$ cat src/rtl/param_sync_fifo.sv
// Single-clock FIFO with configurable width/depth, occupancy count,
// almost-full/almost-empty thresholds, sticky error flags and flush.
module param_sync_fifo #(
  parameter  int WIDTH = 8,
  parameter  int DEPTH = 8,
  parameter  int AF_TH = 6,
  parameter  int AE_TH = 1,
  localparam int AW    = $clog2(DEPTH)
) (
  input  logic             clock,
  input  logic             reset,
  input  logic             flush,
  input  logic             wr_en,
  input  logic [WIDTH-1:0] din,
  input  logic             rd_en,
  output logic [WIDTH-1:0] dout,
  output logic             dout_valid,
  output logic             full,
  output logic             empty,
  output logic             almost_full,
  output logic             almost_empty,
  output logic [AW:0]      count,
  output logic             overflow,
  output logic             underflow,
  input  logic             err_clr
);

  localparam logic [AW:0] L_DEPTH = (AW+1)'(DEPTH);
  localparam logic [AW:0] L_AF    = (AW+1)'(AF_TH);
  localparam logic [AW:0] L_AE    = (AW+1)'(AE_TH);

  logic [WIDTH-1:0] r_mem [DEPTH];
  logic [AW:0]      r_wptr;
  logic [AW:0]      r_rptr;
  logic [WIDTH-1:0] r_dout;
  logic             r_dv;
  logic             r_ovf;
  logic             r_udf;

  logic [AW:0]      w_count;
  logic             w_full;
  logic             w_empty;
  logic             w_wr_ok;
  logic             w_rd_ok;

  // Wrap bit makes full and empty distinguishable with equal low bits.
  assign w_count = r_wptr - r_rptr;
  assign w_full  = (w_count == L_DEPTH);
  assign w_empty = (w_count == '0);
  assign w_wr_ok = wr_en & ~w_full & ~flush;
  assign w_rd_ok = rd_en & ~w_empty & ~flush;

  // Storage; contents are don't-care after reset.
  always_ff @(posedge clock) begin
    if (w_wr_ok) r_mem[r_wptr[AW-1:0]] <= din;
  end

  // Pointer advance, or clear on flush.
  always_ff @(posedge clock or negedge reset) begin
    if (!reset) begin
      r_wptr <= '0;
      r_rptr <= '0;
    end else if (flush) begin
      r_wptr <= '0;
      r_rptr <= '0;
    end else begin
      if (w_wr_ok) r_wptr <= r_wptr + 1'b1;
      if (w_rd_ok) r_rptr <= r_rptr + 1'b1;
    end
  end

  // Registered read data with a one-cycle valid pulse.
  always_ff @(posedge clock or negedge reset) begin
    if (!reset) begin
      r_dout <= '0;
      r_dv   <= 1'b0;
    end else begin
      r_dv <= w_rd_ok;
      if (w_rd_ok) r_dout <= r_mem[r_rptr[AW-1:0]];
    end
  end

  // Sticky error flags; a new error beats a clear in the same cycle.
  always_ff @(posedge clock or negedge reset) begin
    if (!reset) begin
      r_ovf <= 1'b0;
      r_udf <= 1'b0;
    end else if (!flush) begin
      r_ovf <= (wr_en & w_full) | (r_ovf & ~err_clr);
      r_udf <= (rd_en & w_empty) | (r_udf & ~err_clr);
    end
  end

  assign dout         = r_dout;
  assign dout_valid   = r_dv;
  assign full         = w_full;
  assign empty        = w_empty;
  assign almost_full  = (w_count >= L_AF);
  assign almost_empty = (w_count <= L_AE);
  assign count        = w_count;
  assign overflow     = r_ovf;
  assign underflow    = r_udf;

endmodule

$ cat config.mk
export PLATFORM = sky130hd
export DESIGN_NAME = param_sync_fifo
export DESIGN_NICKNAME = d
export VERILOG_FILES = /design/src/rtl/param_sync_fifo.sv
export SDC_FILE = /design/constraint.sdc
export NUM_CORES = 1
export LEC_CHECK = 0
export CAP_MARGIN = 20
export CORE_UTILIZATION = 40
export DETAILED_ROUTE_END_ITERATION = 10
export HOLD_SLACK_MARGIN = 0.03
export PLACE_DENSITY_LB_ADDON = 0.25
export REMOVE_ABC_BUFFERS = 1
export SYNTH_ARGS = -nofsm -noshare
export SYNTH_HDL_FRONTEND = slang
export SYNTH_SLANG_ARGS = --single-unit
$ cat constraint.sdc
create_clock -name clock -period 2.7 [get_ports clock]
set_input_delay 0.27 -clock clock [delete_from_list [all_inputs] [get_ports clock]]
set_output_delay 0.27 -clock clock [all_outputs]
set_load 0.02 [all_outputs]
==> reports/metrics.cfg <==
[place]
dp_hpwl_um = 4440
place_congestion = 0.765
io_buffers = 32

[yosys]
synth_compound_area_share_pct = 3.74
syn_inst = 216
synth_edf_count = 64
synth_top_cell_by_area = edfxtp_1
async_flop_share_pct = 22.9
yosysWarnings = 0
synth_xor_xnor_area_share_pct = 1.26
ys.flop_type = edfxtp_1
ys_seq_area_share_pct = 68.9
synth_area_mm2 = 0.00348
synthSimpleGateAreaFrac_pct = 7.66
yosysTopAreaCellShare_pct = 55.2
synthMuxAreaShare_pct = 13.8
synth_fa_ha_area_share_pct = 2.37
synth_top_family_by_area = multiplexers
ys_seq_elements = 83
ys_top_cells_by_area = edfxtp_1 (55%), dfrtp_1 (14%), mux4_2 (10%)
yosysUniqueCellTypes = 35
synth_area_per_cell_um2 = 16.1

[setup_path]
crit_start = r_wptr[2]
worstPathMaxFanout = 5
r2r_slack_ns = 0.17
required_ns = 2.43
crit_end = empty
reg2reg_from = r_wptr[0]
reg2reg_depth = 10
start_kind = register
crit_arrival_ns = 2.27
reg2reg_to = r_mem[4][2]
worstSetupEndpointType = output port
crit_type = register to output port

[timing]
fmax_mhz = 394
worst_pin_slew_ns = 0.453
relSlewSlack_pct = 69.6
whs_ns = 0.273
period_share_pct = 94.0
setup_viol = 0
period_needed_ns = 2.54
finalHoldViolCount = 0
drv_slew = 0
fin_skew_ns = 0.00473
rsz0062_at_grt = no

[grt]
grt_pass1_vias = 2022
antenna_found_initial = 0
grt_pass1_wl_um = 10700
grt_overflow = 0
groute.usage.overall_pct = 17.1
grt_max_degree = 20

[die]
rows = 33
die_y_um = 95.3
initial_core_util_pct = 41.9
die_area_mm2 = 0.00908
ios = 33
die-width_um = 95.3
core_area_mm2 = 0.00830

[drt]
drc = 0
wire_per_inst_um = 17.8
drtAntennaViolNets = 0
drt-initial-drc-count = 143
routed_wl_um = 6810
vias_per_cell = 5.16
vias = 1972
drt_pass1_iterations = 4

[clock_network]
clk_pin_slew_worst_paths_ns = 0.08
clock_sinks = 83
post_cts_buffers = 0
cts_max_level = 3
cts_tree = yes
cts-hold-fix-buffers = 0
clock_tree.buffer_depth = 2
cts_resized = 6
worstSkewPairLatency_ns = 0.35
numCtsBuffers = 9
cts_root_buffer = clkbuf_8

[run]
maxCapViolations = 0

[pwr]
fin_total_pwr_mw = 4.25
p_leak_nw = 1.57
switching_share_pct = 33.5
p_per_area_mw_per_mm2 = 987
p_comb_share_pct = 40.1
vdd_drop_max_uv = 476
clkPwrFrac_pct = 22.5
power_switching_mw = 1.42
power_frac_seq_pct = 37.4
internal-power_mw = 2.82

[finish]
fin_nets = 292
seqCellArea_mm2 = 0.00240
n_antenna_cell = 0
multi_input_area_mm2 = 0.00105
drive_gt1_share_pct = 26.7
n_fill_cell = 705
layout_common_cells = edfxtp_1 (64), nand2_1 (31), clkdlybuf4s50_1 (27)
layout_commonest_cell = edfxtp_1
syn_to_final_growth_pct = 23.7

[run_status]
status = finished, final reports clean

[worst_hold_path]
holdCritPathClass = input pin to asynchronous set/reset pin

[cell type report]
class / instances / area share [%]
clock buffer: 9 / 2.88
clock inverter: 7 / 2.09
inverter: 12 / 1.05
multi-input combinational: 113 / 24.4
sequential: 83 / 55.7
tap: 105 / 3.05
timing repair buffer: 53 / 10.9
[registers in the layout, indices dropped and copies added, names as in the netlist]
| name | count |
|---|---|
| r_rptr | 4 |
| underflow | 1 |
| overflow | 1 |
| r_wptr | 4 |
| dout_valid | 1 |
| dout | 8 |
| r_mem | 64 |
[per-layer routing]
| layer | track usage [%] | wire length, um | vias up |
|---|---|---|---|
| li1 | - | - | 926 |
| met1 | 21.6 | 3120 | 992 |
| met2 | 28.6 | 3310 | 45 |
| met3 | 3.43 | 285 | 9 |
| met4 | 7.32 | 93 | 0 |
| met5 | 0 | 0 | - |
[cells in the mapped netlist, types with 2 or more instances]
cell type / count
xor2_1: 3
ha_1: 5
clkbuf_1: 5
inv_1: 10
dfrtp_1: 19
nor3_1: 6
mux2_2: 9
o21ai_0: 5
xnor2_1: 2
mux4_2: 16
o31ai_1: 2
a21oi_1: 5
nand3b_1: 2
nand2_1: 31
nor4_1: 4
buf_2: 2
nand3_1: 2
mux2i_1: 2
nor2_1: 6
edfxtp_1: 64
a32o_1: 2
[cells by family (layout without fill, tap and decap cells)]
kind of cell,Yosys count,after routing
flip-flops,83,83
AND/OR/NAND/NOR,57,57
multiplexers,27,27
buffers and inverters,20,81
AO/OA/AOI/OAI,18,18
adder cells (fa/ha/maj),6,6
XOR/XNOR,5,5
[stage by stage]
step                cells  TNS [ns]  utilization (%)  setup WS (ns)  area (um2)
finish                382         0             51.9          0.163        4310
CTS                   382         0             51.8         0.0742        4300
floorplan             208    -32.29                -         -0.621        3450
global route          382         0             51.9        0.00396        4310
global placement      366         0             49.2          0.176        4080
detailed placement    366         0             49.2          0.129        4080
[critical path, cell delays in order, from the launching register on]
cell	delay, ns
dfrtp_1	0.43
ha_1	0.38
a21oi_2	0.20
a21oi_1	0.14
nor2_2	0.17
inv_2	0.08
nor2_1	0.16
dlygate4sd2_1	0.35
[power by group through the flow]
stage	registers, mW	logic [mW]	clock network, mW
3_3_place_gp	1.61	1.75	0
4_1_cts	1.59	1.72	0.979
2_1_floorplan	1.76	0.860	0
3_5_place_dp	1.62	1.76	0
5_1_grt	1.60	1.86	1.02
6_report	1.59	1.71	0.954
[worst min path at each step]
stage,startpoint,to,slack [ns],cells past startpoint
after floorplan,reset,dout[0],-0.03,0
after global placement,underflow,underflow,0.49,1
after detailed placement,underflow,underflow,0.49,1
after CTS,reset,r_wptr[3],0.28,2
after global routing,reset,r_wptr[3],0.28,2
final,reset,r_wptr[3],0.27,2
Note: power is estimated with default switching activity, not from simulation.
